### src/rtl/ic_tester_pkg.sv
// Shared definitions for the IC tester run-control logic: FSM state encoding
// and the gate-select codes understood by the pattern checkers.
package ic_tester_pkg;

   typedef enum logic [1:0] {
      ST_IDLE  = 2'd0,
      ST_CLEAR = 2'd1,
      ST_RUN   = 2'd2,
      ST_DONE  = 2'd3
   } state_t;

   localparam logic [2:0] GATE_AND     = 3'd0;
   localparam logic [2:0] GATE_OR      = 3'd1;
   localparam logic [2:0] GATE_NAND    = 3'd2;
   localparam logic [2:0] GATE_NOR     = 3'd3;
   localparam logic [2:0] GATE_XOR     = 3'd4;
   localparam logic [2:0] GATE_XNOR    = 3'd5;
   localparam logic [2:0] MAX_GATE_SEL = GATE_XNOR;

   function automatic logic gate_sel_valid(input logic [2:0] sel);
      return (sel <= MAX_GATE_SEL);
   endfunction

endpackage

### src/rtl/start_sync_edge.sv
// Two-flop synchroniser for the raw start button followed by a registered
// rising-edge detector producing a single-cycle start_pulse.
module start_sync_edge (
   input  logic clk,
   input  logic reset,
   input  logic start,
   output logic start_pulse
);

   logic       sync1_reg;
   logic       sync2_reg;
   logic       prev_reg;
   logic [1:0] primed_reg;
   logic       rise;

   // primed_reg tracks when sync2_reg holds a genuine sample; until then the
   // previous level is treated as high so a button held through reset never fires.
   assign rise = primed_reg[1] & sync2_reg & ~prev_reg;

   always_ff @(posedge clk or posedge reset) begin
      if (reset) begin
         sync1_reg   <= 1'b0;
         sync2_reg   <= 1'b0;
         prev_reg    <= 1'b1;
         primed_reg  <= 2'b00;
         start_pulse <= 1'b0;
      end else begin
         sync1_reg   <= start;
         sync2_reg   <= sync1_reg;
         primed_reg  <= {primed_reg[0], 1'b1};
         prev_reg    <= primed_reg[1] ? sync2_reg : 1'b1;
         start_pulse <= rise;
      end
   end

endmodule

### src/rtl/ic_test_sequencer.sv
// Run-control FSM in front of the pattern checkers: clears the checker, runs it,
// latches its verdict (or a timeout / bad-select failure) for the display.
module ic_test_sequencer
   import ic_tester_pkg::*;
#(
   parameter int unsigned CLEAR_CYCLES   = 16,
   parameter int unsigned TIMEOUT_CYCLES = 1_000_000_000,
   parameter int unsigned CNT_W          = 32
) (
   input  logic       clk,
   input  logic       reset,
   input  logic       start,
   input  logic       abort,
   input  logic [2:0] ic_select,
   input  logic       pass_in,
   input  logic       fail_in,
   output logic       enable,
   output logic [2:0] gateSelect,
   output logic       busy,
   output logic       done,
   output logic       result_pass,
   output logic       result_fail,
   output logic       timeout,
   output logic       bad_select
);

   localparam longint unsigned CNT_MAX = (longint'(1) << CNT_W) - 1;
   localparam logic [CNT_W-1:0] CLEAR_LAST   = CNT_W'(CLEAR_CYCLES - 1);
   localparam logic [CNT_W-1:0] TIMEOUT_LAST = CNT_W'(TIMEOUT_CYCLES - 1);

   generate
      if (longint'(TIMEOUT_CYCLES) > CNT_MAX || longint'(CLEAR_CYCLES) > CNT_MAX) begin : g_cnt_too_narrow
         $error("ic_test_sequencer: CNT_W too narrow for CLEAR_CYCLES/TIMEOUT_CYCLES");
      end
      if (CLEAR_CYCLES < 1 || TIMEOUT_CYCLES < 1) begin : g_zero_cycles
         $error("ic_test_sequencer: CLEAR_CYCLES and TIMEOUT_CYCLES must be at least 1");
      end
   endgenerate

   logic start_pulse;

   start_sync_edge u_start_sync (
      .clk         (clk),
      .reset       (reset),
      .start       (start),
      .start_pulse (start_pulse)
   );

   state_t           state_reg, state_next;
   logic [CNT_W-1:0] cnt_reg, cnt_next;
   logic [2:0]       gate_next;
   logic             pass_next, fail_next, timeout_next, bad_next;

   always_comb begin
      state_next   = state_reg;
      cnt_next     = cnt_reg + CNT_W'(1);
      gate_next    = gateSelect;
      pass_next    = result_pass;
      fail_next    = result_fail;
      timeout_next = timeout;
      bad_next     = bad_select;

      case (state_reg)
         ST_IDLE, ST_DONE: begin
            cnt_next = '0;
            if (start_pulse) begin
               gate_next    = ic_select;
               pass_next    = 1'b0;
               fail_next    = 1'b0;
               timeout_next = 1'b0;
               bad_next     = 1'b0;
               if (gate_sel_valid(ic_select)) begin
                  state_next = ST_CLEAR;
               end else begin
                  state_next = ST_DONE;
                  fail_next  = 1'b1;
                  bad_next   = 1'b1;
               end
            end
         end
         ST_CLEAR: begin
            if (cnt_reg == CLEAR_LAST) begin
               state_next = ST_RUN;
               cnt_next   = '0;
            end
         end
         ST_RUN: begin
            // A checker asserting both flags is treated as broken, hence fail.
            if (fail_in) begin
               state_next = ST_DONE;
               cnt_next   = '0;
               fail_next  = 1'b1;
            end else if (pass_in) begin
               state_next = ST_DONE;
               cnt_next   = '0;
               pass_next  = 1'b1;
            end else if (cnt_reg == TIMEOUT_LAST) begin
               state_next   = ST_DONE;
               cnt_next     = '0;
               fail_next    = 1'b1;
               timeout_next = 1'b1;
            end
         end
         default: begin
            state_next = ST_IDLE;
            cnt_next   = '0;
         end
      endcase

      if (abort) begin
         state_next   = ST_IDLE;
         cnt_next     = '0;
         gate_next    = gateSelect;
         pass_next    = 1'b0;
         fail_next    = 1'b0;
         timeout_next = 1'b0;
         bad_next     = 1'b0;
      end
   end

   // Outputs are decoded from the next state so they are glitch-free flops that
   // change on the same edge as the state itself.
   always_ff @(posedge clk or posedge reset) begin
      if (reset) begin
         state_reg   <= ST_IDLE;
         cnt_reg     <= '0;
         gateSelect  <= 3'd0;
         result_pass <= 1'b0;
         result_fail <= 1'b0;
         timeout     <= 1'b0;
         bad_select  <= 1'b0;
         enable      <= 1'b0;
         busy        <= 1'b0;
         done        <= 1'b0;
      end else begin
         state_reg   <= state_next;
         cnt_reg     <= cnt_next;
         gateSelect  <= gate_next;
         result_pass <= pass_next;
         result_fail <= fail_next;
         timeout     <= timeout_next;
         bad_select  <= bad_next;
         enable      <= (state_next == ST_RUN);
         busy        <= (state_next == ST_CLEAR) || (state_next == ST_RUN);
         done        <= (state_next == ST_DONE);
      end
   end

endmodule
### config.mk
export PLATFORM = sky130hd
export DESIGN_NAME = ic_test_sequencer
export DESIGN_NICKNAME = d
export VERILOG_FILES = /design/src/rtl/ic_tester_pkg.sv /design/src/rtl/start_sync_edge.sv /design/src/rtl/ic_test_sequencer.sv
export SDC_FILE = /design/constraint.sdc
export NUM_CORES = 1
export LEC_CHECK = 0
export CAP_MARGIN = 20
export CORE_MARGIN = 3
export CORE_UTILIZATION = 46
export DETAILED_ROUTE_END_ITERATION = 10
export DONT_BUFFER_PORTS = 1
export PLACE_DENSITY = 0.63
export SLEW_MARGIN = 40
export SYNTH_ARGS = -nofsm -noshare
export SYNTH_HDL_FRONTEND = slang
export SYNTH_SLANG_ARGS = --single-unit
### constraint.sdc
create_clock -name clk -period 3 [get_ports clk]
set_input_delay 0.75 -clock clk [delete_from_list [all_inputs] [get_ports clk]]
set_output_delay 0.75 -clock clk [all_outputs]
set_load 0.05 [all_outputs]
==> impl_metrics.env <==
export IMPL_die_h_microns=80.02
export IMPL_grt_usage=0.1727
export IMPL_largest_register_ffs=32
export IMPL_whs_ns=0.3402
export IMPL_clk_pin_slew_worst_paths_ns=0.10
export IMPL_avgSynthCellArea_sq_um=10.04
export IMPL_switchingPower_w=0.0003358
export IMPL_post_route_cells_drive_above_1_share=0.07905
export IMPL_grt_max_degree=51
export IMPL_finalMaxSlewViolations=0
export IMPL_critPathLaunchType="flip-flop"
export IMPL_cts_sinks=50
export IMPL_die_w_microns=80.02
export IMPL_num_antenna_cells=0
export IMPL_synth_compound_area_share=0.04916
export IMPL_synth_edf_count=0
export IMPL_yosys_area_share_simple=0.2637
export IMPL_final_period_utilization=0.8274
export IMPL_drtAntennaViolNets=0
export IMPL_ys_flop_type="dfrtp_1"
export IMPL_vias=1767
export IMPL_period_needed_ns=2.482
export IMPL_ys_types=37
export IMPL_grt_pass1_wl_microns=8583
export IMPL_ys_seq_area_frac=0.4970
export IMPL_pwr_share_seq=0.588
export IMPL_firstDrtPassIters=4
export IMPL_cts_tree="built"
export IMPL_port_buffers=0
export IMPL_post_dp_cell_area_sq_um=2564
export IMPL_setup_tns_ns=0
export IMPL_total_power_w=0.001303
export IMPL_dp_cells=315
export IMPL_required_ns=3.21
export IMPL_grt_pass1_vias=1800
export IMPL_leakage_nw=1.107
export IMPL_area_growth_pct=6.455
export IMPL_max_stage_delay_ns=0.42
export IMPL_synthesis_area_sq_um=2520
export IMPL_cp_cell_sequence="ha_1 -> and3_1 -> nand4_4 -> nor4_4 -> nand2_1 -> a221o_1 -> ha_1 -> inv_1"
export IMPL_fillers=495
export IMPL_fp_row_count=26
export IMPL_rsz0062_at_grt="no"
export IMPL_synthAdderAreaFrac=0.02979
export IMPL_final_nets=267
export IMPL_htreeDepth=2
export IMPL_drt_iter0_drc=124
export IMPL_cpMostUsedCell="ha_1"
export IMPL_critPathTopFamily="simple AND/OR/NAND/NOR gates"
export IMPL_arrival_ns=2.69
export IMPL_worstSetupEndpointType="flip-flop"
export IMPL_initial_core_util=0.4841
export IMPL_ys_async_sr_fraction=1.000
export IMPL_syn_inst=251
export IMPL_hold_buffers=0
export IMPL_gp_congestion=0.8292
export IMPL_clockBufferDepth=2
export IMPL_sw_frac_of_total=0.2578
export IMPL_viasPerCell=5.471
export IMPL_drc=0
export IMPL_numCtsBuffers=5
export IMPL_finClkSkew_ns=0.01440
export IMPL_min_path_type="flip-flop to flip-flop"
export IMPL_synth_xor_area_share=0.1043
export IMPL_final_area_sq_um=2683
export IMPL_synth_mux_area_fraction=0.02234
export IMPL_boundaryPins=19
export IMPL_ir_drop_v=0.0002383
export IMPL_worst_slew_pin_slew_ns=0.6333
export IMPL_antenna_found_initial=0
export IMPL_timing_fmax_ghz=0.4029
export IMPL_clk_latency_ns=0.31
export IMPL_power_frac_comb=0.047
export IMPL_drt_wl_total_microns=4718
export IMPL_cts_setup_buffers=0
export IMPL_place_hpwl_microns=3256
export IMPL_coreArea_sq_um=5205
export IMPL_ctsResizeCount=0
export IMPL_synth_top_family_by_area="simple AND/OR/NAND/NOR gates"
export IMPL_worst_path_max_fanout=9
export IMPL_synth_warnings=0
export IMPL_p_per_area_nw_per_um2=485.6
export IMPL_pwr_share_clk=0.366
export IMPL_crit_slowest_cell="nor4_4"
export IMPL_grt_ovfl_total=0
export IMPL_die_area_sq_um=6402
export IMPL_crit_buf_inv=1
export IMPL_wl_per_cell_microns=14.61
export IMPL_synth_seq_cells=50
export IMPL_status="finished clean"
export IMPL_slew_headroom=0.5778
export IMPL_cap_violations=0
export IMPL_root_buffer="clkbuf_8"
export IMPL_syn_nets=266
export IMPL_critPathKind="flip-flop to flip-flop"
export IMPL_instances_no_fill=323
export IMPL_intPower_w=0.0009669
export IMPL_setup_viol=0
export IMPL_hold_viol=0
[logic make-up (layout without fill, tap and decap cells)]
kind of cell,Yosys count,after routing
XOR/XNOR,30,30
buffers and inverters,15,17
adder cells (fa/ha/maj),6,6
AND/OR/NAND/NOR,126,126
multiplexers,5,5
other,1,1
flip-flops,50,50
AO/OA/AOI/OAI,18,18
[cell type report]
cell class	count	area, sq um	area share
clock buffer	6	72.57	0.02705
clock inverter	2	37.54	0.01399
inverter	8	30.03	0.01119
multi-input combinational	186	1195	0.4454
sequential	50	1252	0.4669
tap	70	87.58	0.03265
timing repair buffer	1	7.507	0.002799
[path summary, 6_finish.rpt]
| check | cells after the start | startpoint | slack, ns | to |
|---|---|---|---|---|
| setup / recovery | 8 | cnt_reg[0]$_DFF_PP0_ | 0.52 | busy$_DFF_PP0_ |
| hold / removal | 0 | u_start_sync.primed_reg[0]$_DFF_PP0_ | 0.34 | u_start_sync.primed_reg[1]$_DFF_PP0_ |
| setup reg to reg | 8 | cnt_reg[0]$_DFF_PP0_ | 0.52 | busy$_DFF_PP0_ |
| hold reg to reg | 0 | u_start_sync.primed_reg[0]$_DFF_PP0_ | 0.34 | u_start_sync.primed_reg[1]$_DFF_PP0_ |
| max in group asynchronous | 2 | reset | 2.08 | cnt_reg[23]$_DFF_PP0_ |
| min in group asynchronous | 2 | reset | 0.48 | u_start_sync.primed_reg[1]$_DFF_PP0_ |
[per-layer routing]
metal	track usage	wire (microns)	part of all wire
met1	0.2471	2321	0.49
met2	0.2517	2034	0.43
met3	0.04289	254	0.054
met4	0.06419	107	0.023
met5	0	0	0
[worst register-to-register path, delay by kind of cell, from the launching register on]
kind / cells / cell delay [ns]
AO/OA/AOI/OAI: 1 / 0.33
adder cells (fa/ha/maj): 2 / 0.48
buffers and inverters: 1 / 0.03
flip-flops: 1 / 0.41
AND/OR/NAND/NOR: 4 / 1.13
[cells in the mapped netlist, drive strengths merged (2+ instances only)]
cell | instances | area share
a21oi | 3 | 0.0060
a31oi | 3 | 0.0074
and2 | 3 | 0.0074
and3 | 4 | 0.0099
and4 | 7 | 0.025
buf | 5 | 0.017
clkbuf | 2 | 0.0030
dfrtp | 49 | 0.49
ha | 6 | 0.030
inv | 8 | 0.012
mux2 | 5 | 0.022
nand2 | 18 | 0.027
nand2b | 2 | 0.0050
nand3 | 11 | 0.022
nand4 | 15 | 0.043
nor2 | 45 | 0.067
nor3 | 7 | 0.014
nor4 | 12 | 0.038
o21ai | 6 | 0.012
xnor2 | 15 | 0.052
xor2 | 15 | 0.052
[power by group through the flow]
stage / sequential (W) / clock, W / combinational (W)
finish: 0.000766 / 0.000476 / 0.0000607
global route: 0.000769 / 0.000519 / 0.0000720
CTS: 0.000766 / 0.000488 / 0.0000624
detailed placement: 0.000780 / 0 / 0.0000623
global placement: 0.000779 / 0 / 0.0000612
floorplan: 0.000776 / 0 / 0.0000493
[cells in the final DEF, fill, tap and decap left out, types with 2 or more instances in the layout]
cell type,Yosys,layout
inv_1,8,7
and2_1,3,3
nor2_1,45,45
nand2_1,18,18
xor2_1,15,15
ha_1,6,6
and4_1,6,6
mux2_2,4,4
xnor2_1,15,15
o21ai_0,6,6
a21oi_1,3,3
a31oi_1,3,3
and3_1,4,4
nand4_1,14,14
nand2b_1,2,2
nor3_1,7,7
clkbuf_8,0,5
nor4_1,10,10
dfrtp_1,49,49
nand3_1,11,11
nor4_4,1,2
[stage by stage]
stage	setup slack, ns	util
2_1_floorplan	0.7753	-
3_3_place_gp	0.6309	0.4925
3_5_place_dp	0.5387	0.4925
4_1_cts	0.5160	0.5137
5_1_grt	0.2936	0.5154
6_report	0.5179	0.5154
Power figures use the tool's default switching activity.
